File: src/rtl/rx_lbuf_fill.sv
// rx_lbuf_fill -- consumer end of the RX lbuf grant interface.
//
// Takes one host large buffer (lbuf) at a time from the lbuf giver and carves
// it into DMA memory-write requests of up to CHUNK_QW qwords as RX data
// becomes available. Pulses lbuf_dn once the whole lbuf has been requested so
// the giver can hand over the next one.
//
// Optional feature macro: RX_LBUF_TIMEOUT_EN
//   defined   : a partial chunk that has sat unchanged for TIMEOUT cycles in
//               WAIT is flushed as a short request.
//   undefined : partial requests only happen as the last request of an lbuf.
//
// Ports
//   clk, rst      clock, synchronous active-high reset
//   lbuf_addr     lbuf base byte address (4 KB aligned), valid while lbuf_en
//   lbuf_en       lbuf grant, held by the giver until it samples lbuf_dn
//   lbuf64b       base address has nonzero upper 32 bits
//   lbuf_dn       one-cycle pulse: current lbuf completely filled
//   rx_qw_avail   RX qwords buffered and not yet committed to a request
//   wr_req        write-request valid
//   wr_addr       request byte address
//   wr_64b        wr_addr needs a 4DW header
//   wr_len_qw     request length in qwords, 1..CHUNK_QW
//   wr_ack        request accepted
//   fsm_state     debug view of the control state
//
// Handshake: wr_req is a valid that, once raised, stays high with wr_addr,
// wr_64b and wr_len_qw frozen until a cycle in which wr_ack=1; the transfer
// happens on that edge and wr_req drops on it. wr_ack while wr_req=0 has no
// effect. Upstream removes wr_len_qw from rx_qw_avail the cycle after the ack.
// wr_len_qw is 8 bits wide, so CHUNK_QW must not exceed 255.
module rx_lbuf_fill #(
   parameter int LBUF_QW  = 131072,
   parameter int CHUNK_QW = 16,
   parameter int TIMEOUT  = 255
) (
   input  logic        clk,
   input  logic        rst,
   input  logic [63:0] lbuf_addr,
   input  logic        lbuf_en,
   input  logic        lbuf64b,
   output logic        lbuf_dn,
   input  logic [15:0] rx_qw_avail,
   output logic        wr_req,
   output logic [63:0] wr_addr,
   output logic        wr_64b,
   output logic [7:0]  wr_len_qw,
   input  logic        wr_ack,
   output logic [2:0]  fsm_state
);

   localparam int OW = $clog2(LBUF_QW) + 1;

   typedef enum logic [2:0] {
      S_IDLE = 3'd0,
      S_WAIT = 3'd1,
      S_REQ  = 3'd2,
      S_NEXT = 3'd3,
      S_DONE = 3'd4,
      S_ACKW = 3'd5
   } state_t;

   state_t        state;
   logic [63:0]   base;
   logic          b64;
   logic [OW-1:0] offset;

   logic [31:0]   rem;
   logic [31:0]   n;
   logic [63:0]   next_addr;
   logic          full_chunk;
   logic          last_chunk;
   logic          fire;

`ifdef RX_LBUF_TIMEOUT_EN
   localparam int TW = $clog2(TIMEOUT + 1);
   logic [TW-1:0] cnt;
   logic [15:0]   prev_avail;
   logic          partial;
   logic          avail_same;
   logic          flush;
`endif

   assign fsm_state = state;

   // n = min(rx_qw_avail, CHUNK_QW, rem), done in 32 bits so no operand wraps.
   always_comb begin
      rem = 32'(LBUF_QW) - 32'(offset);
      n   = {16'd0, rx_qw_avail};
      if (n > 32'(CHUNK_QW)) n = 32'(CHUNK_QW);
      if (n > rem) n = rem;
      next_addr  = base + {{(64-OW-3){1'b0}}, offset, 3'b000};
      full_chunk = (n == 32'(CHUNK_QW));
      last_chunk = (n == rem) && (n != 32'd0);
   end

`ifdef RX_LBUF_TIMEOUT_EN
   // A partial chunk is data that is neither a full chunk nor the lbuf tail;
   // it is only flushed after staying unchanged for TIMEOUT cycles.
   assign partial    = (n != 32'd0) && (n < 32'(CHUNK_QW)) && (n < rem);
   assign avail_same = (rx_qw_avail == prev_avail);
   assign flush      = partial && avail_same && (cnt == TW'(TIMEOUT));
   assign fire       = full_chunk || last_chunk || flush;
`else
   assign fire       = full_chunk || last_chunk;
`endif

   always_ff @(posedge clk) begin
      if (rst) begin
         state     <= S_IDLE;
         lbuf_dn   <= 1'b0;
         wr_req    <= 1'b0;
         wr_addr   <= '0;
         wr_64b    <= 1'b0;
         wr_len_qw <= '0;
         offset    <= '0;
         base      <= '0;
         b64       <= 1'b0;
`ifdef RX_LBUF_TIMEOUT_EN
         cnt        <= '0;
         prev_avail <= '0;
`endif
      end else begin
         lbuf_dn <= 1'b0;
`ifdef RX_LBUF_TIMEOUT_EN
         prev_avail <= rx_qw_avail;
`endif
         case (state)
            S_IDLE: begin
               if (lbuf_en) begin
                  base   <= lbuf_addr;
                  b64    <= lbuf64b;
                  offset <= '0;
                  state  <= S_WAIT;
               end
            end
            S_WAIT: begin
               if (fire) begin
                  wr_req    <= 1'b1;
                  wr_len_qw <= n[7:0];
                  wr_addr   <= next_addr;
                  // b64 covers the base; the upper-word check covers a carry
                  // past 4 GB inside the lbuf.
                  wr_64b    <= b64 | (|next_addr[63:32]);
                  state     <= S_REQ;
               end
`ifdef RX_LBUF_TIMEOUT_EN
               if (fire || !partial || !avail_same) cnt <= '0;
               else                                 cnt <= cnt + 1'b1;
`endif
            end
            S_REQ: begin
               if (wr_ack) begin
                  wr_req <= 1'b0;
                  offset <= offset + OW'(wr_len_qw);
                  state  <= S_NEXT;
               end
            end
            // One spare cycle so rx_qw_avail reflects the accepted request
            // before WAIT samples it again.
            S_NEXT: begin
               if (offset == OW'(LBUF_QW)) state <= S_DONE;
               else                        state <= S_WAIT;
            end
            S_DONE: begin
               lbuf_dn <= 1'b1;
               state   <= S_ACKW;
            end
            // The giver still holds lbuf_en for the grant just finished; wait
            // for it to drop so the same grant is not taken twice.
            S_ACKW: begin
               if (!lbuf_en) state <= S_IDLE;
            end
            default: state <= S_IDLE;
         endcase
      end
   end

endmodule

File: config.mk
export PLATFORM = sky130hd
export DESIGN_NAME = rx_lbuf_fill
export DESIGN_NICKNAME = d
export VERILOG_FILES = /design/src/rtl/rx_lbuf_fill.sv
export SDC_FILE = /design/constraint.sdc
export NUM_CORES = 1
export LEC_CHECK = 0
export ABC_AREA = 1
export CAP_MARGIN = 40
export CORE_UTILIZATION = 35
export CTS_CLUSTER_DIAMETER = 100
export DETAILED_ROUTE_END_ITERATION = 10
export GPL_TIMING_DRIVEN = 1
export PLACE_DENSITY = 0.63
export SLEW_MARGIN = 40
export SYNTH_ARGS = -nofsm -noshare
export SYNTH_HDL_FRONTEND = slang
export SYNTH_SLANG_ARGS = --single-unit
File: constraint.sdc
create_clock -name clk -period 5.7 [get_ports clk]
set_input_delay 0.57 -clock clk [delete_from_list [all_inputs] [get_ports clk]]
set_output_delay 0.57 -clock clk [all_outputs]
set_load 0.02 [all_outputs]
# Word-level counts from Yosys, hierarchy flattened
# Cells that the tools add are included.
dict set report op_classes {
  n_eq_ne 12
  bitwise_logic 1
  n_addsub 3
  n_reduce_logical 12
  magnitude_cmp 2
  mux 15
}
# operator count
set op_table {}
lappend op_table {{64-bit by 21-bit adder with 64-bit output} 1}
lappend op_table {{18-bit 2-to-1 mux} 2}
lappend op_table {{18-bit one-hot mux with 2 select lines} 1}
lappend op_table {{32-bit == test} 1}
lappend op_table {{32-bit by 5-bit == test with 1-bit output, second input constant} 1}
lappend op_table {{32-bit greater-than comparator} 1}
lappend op_table {{32-bit 2-to-1 mux} 1}
lappend op_table {{32-bit nonzero test} 1}
lappend op_table {{32-bit OR reduction} 1}
lappend op_table {{18-bit by 18-bit subtractor with 19-bit output, first input constant} 1}
lappend op_table {{18-bit by 8-bit adder with 18-bit output} 1}
lappend op_table {{18-bit == test, second input constant} 1}
lappend op_table {{3-bit one-hot mux with 6 select lines} 1}
lappend op_table {{16-bit by 5-bit greater-than comparator with 1-bit output, second input constant} 1}
lappend op_table {{16-bit 2-to-1 mux} 1}
lappend op_table {{3-bit 2-to-1 mux} 5}
lappend op_table {{2-bit inequality test, second input constant} 4}
lappend op_table {{3-bit by 2-bit == test with 1-bit output, second input constant} 2}
lappend op_table {{3-bit == test, second input constant} 2}
lappend op_table {{3-bit AND reduction} 2}
lappend op_table {{2-bit AND reduction} 2}
lappend op_table {{4-bit AND reduction} 1}
lappend op_table {{2-bit nonzero test} 2}
lappend op_table {{3-bit by 1-bit == test with 1-bit output, second input constant} 1}
lappend op_table {{other kinds (6)} 8}
dict set report totals {
  reg_bits 161
  word_cells 54
  inputBits 85
}

# Depth between registers and ports, before layout
# Gate-level depths: netlist of the first run.
dict set report depth {
  depth_word 9
  depth_mapped 30
  mapped_depth_nobuf 29
}

# Worst setup path before layout of the first run
# No wires, ideal clock.
dict set report synth_path {
  kind {input port to flip-flop}
  startpoint {input rx_qw_avail[6]}
  endpoint {register wr_len_qw[6]}
  arrival_time_ps 3205
  path_buffers 2
  setup_time_ps 113
  t_required_ps 5587
  path_slack_ps 2381
  path_stages 28
  cell_sequence {or2_2 nor2_1 nand3_1 nor2_1 inv_1 ha_1 inv_1 nand2_1 nand2_1 nand2_1 nand2_1 nand2_1 nand2_1 nand2_1 nand2_1 nand2_1 nor2_4 nand2_1 nand2_1 nand2_1 nor2_2 nand3_1 nand2_1 nand2_2 buf_12 buf_12 a21oi_2 nor2_1}
}
dict set report synth_via {
  elab_chain_len 8
  word_cells_on_any_way 10
  classes_between {order compare: 2; eq/ne: 2; mux: 2; reduce/logical: 4}
}
# item line_no
set synth_lines {}
lappend synth_lines {{start: declaration} 43} ;# input logic [15:0] rx_qw_avail,
lappend synth_lines {{16-bit by 5-bit greater-than comparator with 1-bit output} 90} ;# if (n > 32'(CHUNK_QW)) n = 32'(CHUNK_QW);
lappend synth_lines {{16-bit 2-to-1 mux *} 90}
lappend synth_lines {{32-bit greater-than comparator} 91} ;# if (n > rem) n = rem;
lappend synth_lines {{32-bit 2-to-1 mux *} 91}
lappend synth_lines {{32-bit == test or 32-bit nonzero test (tied branches)} 94} ;# last_chunk = (n == rem) && (n != 32'd0);
lappend synth_lines {{1-bit logical AND} 94}
lappend synth_lines {{1-bit logical OR} 105} ;# assign fire = full_chunk || last_chunk;
lappend synth_lines {{2-bit AND reduction (no source line)} -}
lappend synth_lines {{end signal: assignment} 140} ;# wr_len_qw <= n[7:0];
lappend synth_lines {{end: declaration} 47} ;# output logic [7:0] wr_len_qw,
# Mark *: on every way between the ends. The rest lies on a longest branch, timed or not.
# A chain may end at the register's enable or synchronous reset.

# Final worst setup path of the first run
dict set report layout_path {
  startpoint {register offset[0]}
  endpoint {register wr_addr[63]}
}
dict set report layout_via {
  elab_chain_len 7
  word_cells_on_any_way 10
  classes_between {add/sub: 2; order compare: 1; eq/ne: 2; mux: 1; reduce/logical: 4}
}
# item line_no
set layout_lines {}
lappend layout_lines {{start: declaration} 66} ;# logic [OW-1:0] offset;
lappend layout_lines {{start signal: assignment} 155} ;# offset <= offset + OW'(wr_len_qw);
lappend layout_lines {{18-bit by 18-bit subtractor with 19-bit output} 88} ;# rem = 32'(LBUF_QW) - 32'(offset);
lappend layout_lines {{32-bit greater-than comparator} 91}
lappend layout_lines {{32-bit 2-to-1 mux} 91}
lappend layout_lines {{32-bit == test or 32-bit nonzero test (tied branches)} 94}
lappend layout_lines {{1-bit logical AND} 94}
lappend layout_lines {{1-bit logical OR} 105}
lappend layout_lines {{2-bit AND reduction (no source line)} -}
lappend layout_lines {{end signal: assignment} 141} ;# wr_addr <= next_addr;
lappend layout_lines {{end: declaration} 45} ;# output logic [63:0] wr_addr,
# Several ways; a longest one is shown, not always the timed one.

==> reports/metrics.csv, run 1 <==
metric,value,unit
run status,finished clean,
hold buffer count at CTS,0,
CP Capture Type,register,
CP max stage delay,490,ps
headroom to the max-slew limit,0.445,
register area share after synthesis,0.296,
antenna cells,0,
DRC viols,0,
WL per Instance,15.9,um
H-tree levels,4,
"Max FO, Critical Path",50,
Port-buffer cells,162,
top-area cell type share of the netlist area,0.296,
row cnt,64,
drt first-iter violations,934,
layout cell share with drive strength beyond 1,0.0707,
measured slew at the worst slew-check pin,832,ps
die width,179,um
Leakage,5.92,nW
Syn Area/Cell,6.35,um^2
clock latency on the worst-skew pair,440,ps
Total GRT Usage,0.226,
Startpoint Class,register,
Initial Util,0.356,
"flops & latches, synth",161,
Num CTS Buffers,17,
WL final,35.9,mm
Unique masters post-synth,42,
Detail Route Antenna Nets,0,
Clock transition at path regs,70,ps
clock tree sinks,161,
Max-Cap Viols,0,
"Cell Area, Placed",12800,um^2
"count leader, synth",nand2_1,
"FFs w/ async S/R, synth",0,
Root Buffer,clkbuf_16,
PD cells,547,nW/um^2
RSZ-0062 raised after global routing,no,
post-CTS setup repair buffer count,0,
CORE AREA,30600,um^2
CTS resizes,0,
Post-Synthesis Cells,1717,
post-route cell area,13400,um^2
VDD IR max,0.490,mV
Setup Viol. Count Final,0,
I/O pin total,163,
Final min period,4410,ps
die height,179,um
post-DP HPWL,28.5,mm
crit path DAT,4790,ps
Clock Tree Buf Depth,2,
critical path required time,6070,ps
"top cells by count, synth","445 x nand2_1, 240 x nor2_1, 182 x inv_1",
"EDFF count, synth",0,
critical-path cell list,inv_1 -> ha_1 -> nand4_1 -> nor2_1 -> nand3_1 -> and2_1 -> inv_1 -> ha_1 -> nand4_1 -> nor2_1 -> nand2_1 -> nand2_1 -> nand3_2 -> o21ai_0 -> nand2_1 -> nor2_2 -> nand4_1 -> nand2_4 -> buf_4 -> a21oi_1 -> nor2_1,
largest net degree at the start of global routing,146,
fin nets,1985,
f_max,0.227,GHz
final count of hold timing violations,0,
number of global-route vias before repair,10204,
CTS tree,done,
first-pass GRT wire length,55.5,mm
setup_tns,0,ps
Slew Limit Fails,0,
router iterations before antenna repair,5,
vias,11441,
Worst Setup Path Type,reg -> reg,
yosys warns,0,
Yosys top cell by area,dfxtp_1,
"Period Utilization, post-route",0.775,
grt ovf,0,
final core utilization,0.438,
Final WS setup,1290,ps
pre-CTS setup slack,1100,ps
Clock Skews,10.9,ps
Post-Syn Area,10900,um^2
"Slowest-stage cell, CP",nand2_4,
DIE AREA,31900,um^2
"top cells by area, synth","dfxtp_1 30%, nand2_1 15%, nor2_1 8.3%, nand3_1 7.5%, inv_1 6.3%",
via density per instance,5.05,
"Top FF cell, synth",dfxtp_1,
initial antenna violation count,0,
hold crit path type,reg -> reg,
gpl congestion,0.975,
layout overhead on the synthesized area,22.8,%
==> flip-flops by register name, indices dropped and copies added, names as in the netlist <==
name	flops
wr_64b	1
lbuf_dn	1
base	64
offset	18
fsm_state	3
wr_len_qw	8
wr_req	1
b64	1
wr_addr	64
==> routing by layer <==
layer,vias to the layer above,routed length (um),track usage
met5,-,0,0
met4,0,494,0.0554
met3,30,2750,0.0309
met2,398,14600,0.323
met1,5182,18000,0.348
li1,5831,-,-
==> kinds of logic (layout without fill, tap and decap cells) <==
kind of cell | Yosys count | after routing | share of synthesized area
xor+xnor | 34 | 34 | 0.0273
compound gates | 272 | 272 | 0.149
flops | 161 | 161 | 0.296
other cells | 1 | 11 | 0.000344
fa+ha+maj | 45 | 45 | 0.0530
simple gates | 955 | 955 | 0.374
buf+inv | 249 | 390 | 0.101
==> power breakdown <==
group | switching [W] | internal [W]
sequential | 0.000344 | 0.00151
combinational | 0.00273 | 0.00156
clock | 0.000562 | 0.000631
==> cell usage in the layout, fill, tap and decap left out, types with 2 or more instances in the layout <==
| master | netlist | final |
|---|---|---|
| a21o_1 | 3 | 3 |
| a21oi_1 | 103 | 103 |
| a21oi_2 | 60 | 60 |
| a31oi_1 | 3 | 3 |
| buf_12 | 7 | 3 |
| buf_4 | 6 | 7 |
| clkbuf_16 | 0 | 17 |
| clkdlybuf4s50_1 | 0 | 162 |
| clkinv_8 | 0 | 3 |
| clkinvlp_4 | 0 | 2 |
| conb_1 | 1 | 11 |
| dfxtp_1 | 161 | 161 |
| fa_1 | 2 | 2 |
| ha_1 | 43 | 43 |
| inv_1 | 182 | 180 |
| inv_2 | 3 | 4 |
| inv_6 | 0 | 4 |
| inv_8 | 0 | 4 |
| nand2_1 | 445 | 445 |
| nand2_2 | 4 | 3 |
| nand3_1 | 163 | 163 |
| nand3_2 | 2 | 2 |
| nand3b_1 | 19 | 19 |
| nand4_1 | 30 | 30 |
| nor2_1 | 240 | 240 |
| nor2_2 | 5 | 5 |
| nor2_4 | 4 | 4 |
| nor3_1 | 23 | 22 |
| nor4_1 | 9 | 9 |
| o21ai_0 | 93 | 93 |
| o21bai_1 | 3 | 3 |
| or2_2 | 9 | 9 |
| xnor2_1 | 17 | 17 |
| xor2_1 | 17 | 17 |
==> layout make-up <==
cell class                      instances  area [um^2]
Clock buffer                           17          425
Clock inverter                         15          183
Fill cell                            3239        17200
Inverter                              186          699
Multi-Input combinational cell       1317         6630
Sequential cell                       161         3220
Tap cell                              396          495
Timing Repair Buffer                  172         1730
==> worst max-delay path, delay by kind of cell, from the launching register on <==
kind                       cells  cell delay (ps)
AOI/OAI and AO/OA              2              420
adders and majority gates      2              420
buffers and inverters          3              710
DFF                            1              400
and+or+nand+nor               14             2370
==> worst paths after layout <==
| path | to | cells after the start | slack (ps) | start |
|---|---|---|---|---|
| worst min register to register | base[0] | 2 | 460 | base[0] |
| worst max register to register | wr_addr[63] | 21 | 1290 | offset[0] |
| worst min-delay path | base[0] | 2 | 460 | base[0] |
| worst max-delay path | wr_addr[63] | 21 | 1290 | offset[0] |
==> metrics by stage <==
| stage | total power (W) | cells | hold WS, ps |
|---|---|---|---|
| final | 0.00733 | 2264 | 462 |
| after global routing | 0.00787 | 2264 | 488 |
| after CTS | 0.00732 | 2264 | 461 |
| after detailed placement | 0.00612 | 2232 | 447 |
| after global placement | 0.00603 | 2232 | 441 |
| after floorplan | 0.00530 | 1727 | 430 |
Power figures use the tool's default switching activity.
==> run 2, diff against run 1 <==
==> constraint.sdc (replaced) <==
create_clock -name clk -period 4.3 [get_ports clk]
set_input_delay 0.43 -clock clk [delete_from_list [all_inputs] [get_ports clk]]
set_output_delay 0.43 -clock clk [all_outputs]
set_load 0.02 [all_outputs]
==> run 2 against run 1 <==
  * Sequential power increased by 33%
  * Final cell count increased by 0.31%
  * Routed wire length up 0.30%
  * Sequential share of layout area shrank 0.20 points
  * Non-clock buffer count grew 7
  * Total power grew 36%
  * Clock power grew 35%
  * Count of clock-buffer cells in the layout is the same
  * Register-to-register slack worse by 860 ps
  * Cell area up 0.83%
  * Critical path type unchanged
  * Critical endpoint is now wr_addr[39]
  * Highest routed layer unchanged
==> reports/metrics.csv, run 2 (synthesis gave the netlist of run 1 again) <==
metric,value,unit,change
run status,finished clean,,unchanged
headroom to the max-slew limit,0.524,,was 0.445
"commonest cells after routing, fill and taps aside","445 x nand2_1, 239 x nor2_1, 180 x inv_1, 163 x nand3_1, 162 x clkdlybuf4s50_1",,"was 445 x nand2_1, 240 x nor2_1, 180 x inv_1, 163 x nand3_1, 162 x clkdlybuf4s50_1"
Crit path max-delay family,simple AND/OR/NAND/NOR gates,,unchanged
worst hold margin,459,ps,was 462 ps
"Period Utilization, post-route",0.901,,was 0.775
Root Buffer,clkbuf_16,,unchanged
final core utilization,0.441,,was 0.438
initial antenna violation count,0,,unchanged
Detail Route Antenna Nets,0,,unchanged
drt first-iter violations,1060,,was 934
PD cells,739,nW/um^2,was 547 nW/um^2
pre-CTS setup slack,203,ps,was 1100 ps
Final WS setup,425,ps,was 1290 ps
first-pass GRT wire length,56.5,mm,was 55.5 mm
row cnt,64,,unchanged
CP max stage delay,340,ps,was 490 ps
Hold Path Stages,2,,unchanged
Crit path buffers/inverters,3,,unchanged
crit path DAT,4210,ps,was 4790 ps
critical path required time,4640,ps,was 6070 ps
Clock transition at path regs,80,ps,was 70 ps
antenna cells,0,,unchanged
RSZ-0062 raised after global routing,no,,unchanged
Worst Setup Path Type,reg -> reg,,unchanged
grt ovf,0,,unchanged
router iterations before antenna repair,6,,was 5
Slew Limit Fails,0,,unchanged
via density per instance,5.08,,was 5.05
post-DP HPWL,28.5,mm,about the same
setup_tns,0,ps,unchanged
hold crit path type,reg -> reg,,unchanged
die height,179,um,unchanged
"commonest non-fill, non-tap cell in the layout",nand2_1,,unchanged
DRC viols,0,,unchanged
Final min period,3880,ps,was 4410 ps
critical path depth in cells,24,,was 21
H-tree levels,4,,unchanged
final count of hold timing violations,0,,unchanged
VDD IR max,0.813,mV,was 0.490 mV
layout cell share with drive strength beyond 1,0.0747,,was 0.0707
Startpoint Class,register,,unchanged
fin nets,1992,,was 1985
die width,179,um,unchanged
CTS tree,done,,unchanged
vias,11535,,was 11441
number of global-route vias before repair,10419,,was 10204
gpl congestion,0.978,,was 0.975
clock tree sinks,161,,unchanged
worst reg2reg path depth,24,,was 21
CP Capture Type,register,,unchanged
Num CTS Buffers,17,,unchanged
f_max,0.258,GHz,was 0.227 GHz
WL per Instance,15.9,um,about the same
measured slew at the worst slew-check pin,713,ps,was 832 ps
Clock Skews,9.43,ps,was 10.9 ps
Most Frequent Cell on Critical Path,nand2_1,,
WL final,36.0,mm,was 35.9 mm
CORE AREA,30600,um^2,unchanged
Port-buffer cells,162,,unchanged
Initial Util,0.356,,unchanged
DIE AREA,31900,um^2,unchanged
"Slowest-stage cell, CP",dfxtp_1,,was nand2_4
Leakage,5.98,nW,was 5.92 nW
Clock Tree Buf Depth,2,,unchanged
Total GRT Usage,0.230,,was 0.226
largest net degree at the start of global routing,129,,was 146
biggest regs,"base x64, wr_addr x64, offset x18",,unchanged
critical-path cell list,inv_1 -> ha_1 -> nand4_1 -> nor2_4 -> nand3_1 -> and2_1 -> inv_1 -> ha_1 -> nand4_1 -> nor2_1 -> nand2_1 -> nand2_1 -> nand2_1 -> nor2_4 -> nor2_1 -> a21oi_1 -> nand2_1 -> nor2_1 -> nand2_1 -> nand2_4 -> buf_16 -> nand3_1 -> nand2_1 -> nor2_1,,was inv_1 -> ha_1 -> nand4_1 -> nor2_1 -> nand3_1 -> and2_1 -> inv_1 -> ha_1 -> nand4_1 -> nor2_1 -> nand2_1 -> nand2_1 -> nand3_2 -> o21ai_0 -> nand2_1 -> nor2_2 -> nand4_1 -> nand2_4 -> buf_4 -> a21oi_1 -> nor2_1
Max-Cap Viols,0,,unchanged
layout overhead on the synthesized area,23.8,%,was 22.8%
clock latency on the worst-skew pair,440,ps,about the same
"Max FO, Critical Path",49,,was 50
Setup Viol. Count Final,0,,unchanged
I/O pin total,163,,unchanged
## run 2: repair_timing
item,in CTS,in global routing
setup buffers,0,0
endpoints found under the setup margin,0,72
resized for setup,0,6
hold buffers,0,0
## run 2: worst register-to-register path, cell delays in order, from the launching register on
cell and delay, ps:
dfxtp_1 340, inv_1 140, ha_1 250, nand4_1 220, nor2_4 180, nand3_1 70, and2_1 160, inv_1 130
ha_1 160, nand4_1 140, nor2_1 190, nand2_1 80, nand2_1 130, nand2_1 130, nor2_4 190, nor2_1 60
a21oi_1 130, nand2_1 60, nor2_1 160, nand2_1 130, nand2_4 180, buf_16 260, nand3_1 150, nand2_1 100
nor2_1 40
## run 2: worst paths after layout
check	from	to	slack [ps]
setup / recovery	offset[0]	wr_addr[39]	420
hold / removal	b64	b64	460
setup reg to reg	offset[0]	wr_addr[39]	420
hold reg to reg	b64	b64	460
## run 2: through the flow
stage               total power (W)  cells  area, um^2
global route                 0.0107   2271       13500
global placement            0.00818   2239       12900
floorplan                   0.00702   1727       10900
detailed placement          0.00825   2239       12900
CTS                         0.00988   2271       13500
finish                      0.00998   2271       13500
## run 2: per-layer routing
metal  vias up  track usage  wire length [um]  share of wire
met5         -            0                 0              0
met4         0       0.0501               512          0.014
met3        26       0.0288              2820          0.078
met2       390        0.328             14500           0.40
met1      5262        0.359             18200           0.50
li1       5857            -                 -              -
## run 2: power breakdown
group          leakage [nW]  internal (W)  switching [W]
sequential             1.32       0.00200       0.000457
combinational          4.36       0.00226        0.00364
clock                 0.297      0.000840       0.000775
total                  5.98       0.00510        0.00488
## run 2: final cells by class
class / count / area, um^2
clock inverter: 15 / 186
clock buffer: 17 / 425
multi-input combinational: 1317 / 6650
inverter: 186 / 699
sequential: 161 / 3220
tap: 396 / 495
fill: 3254 / 17100
timing repair buffer: 179 / 1830
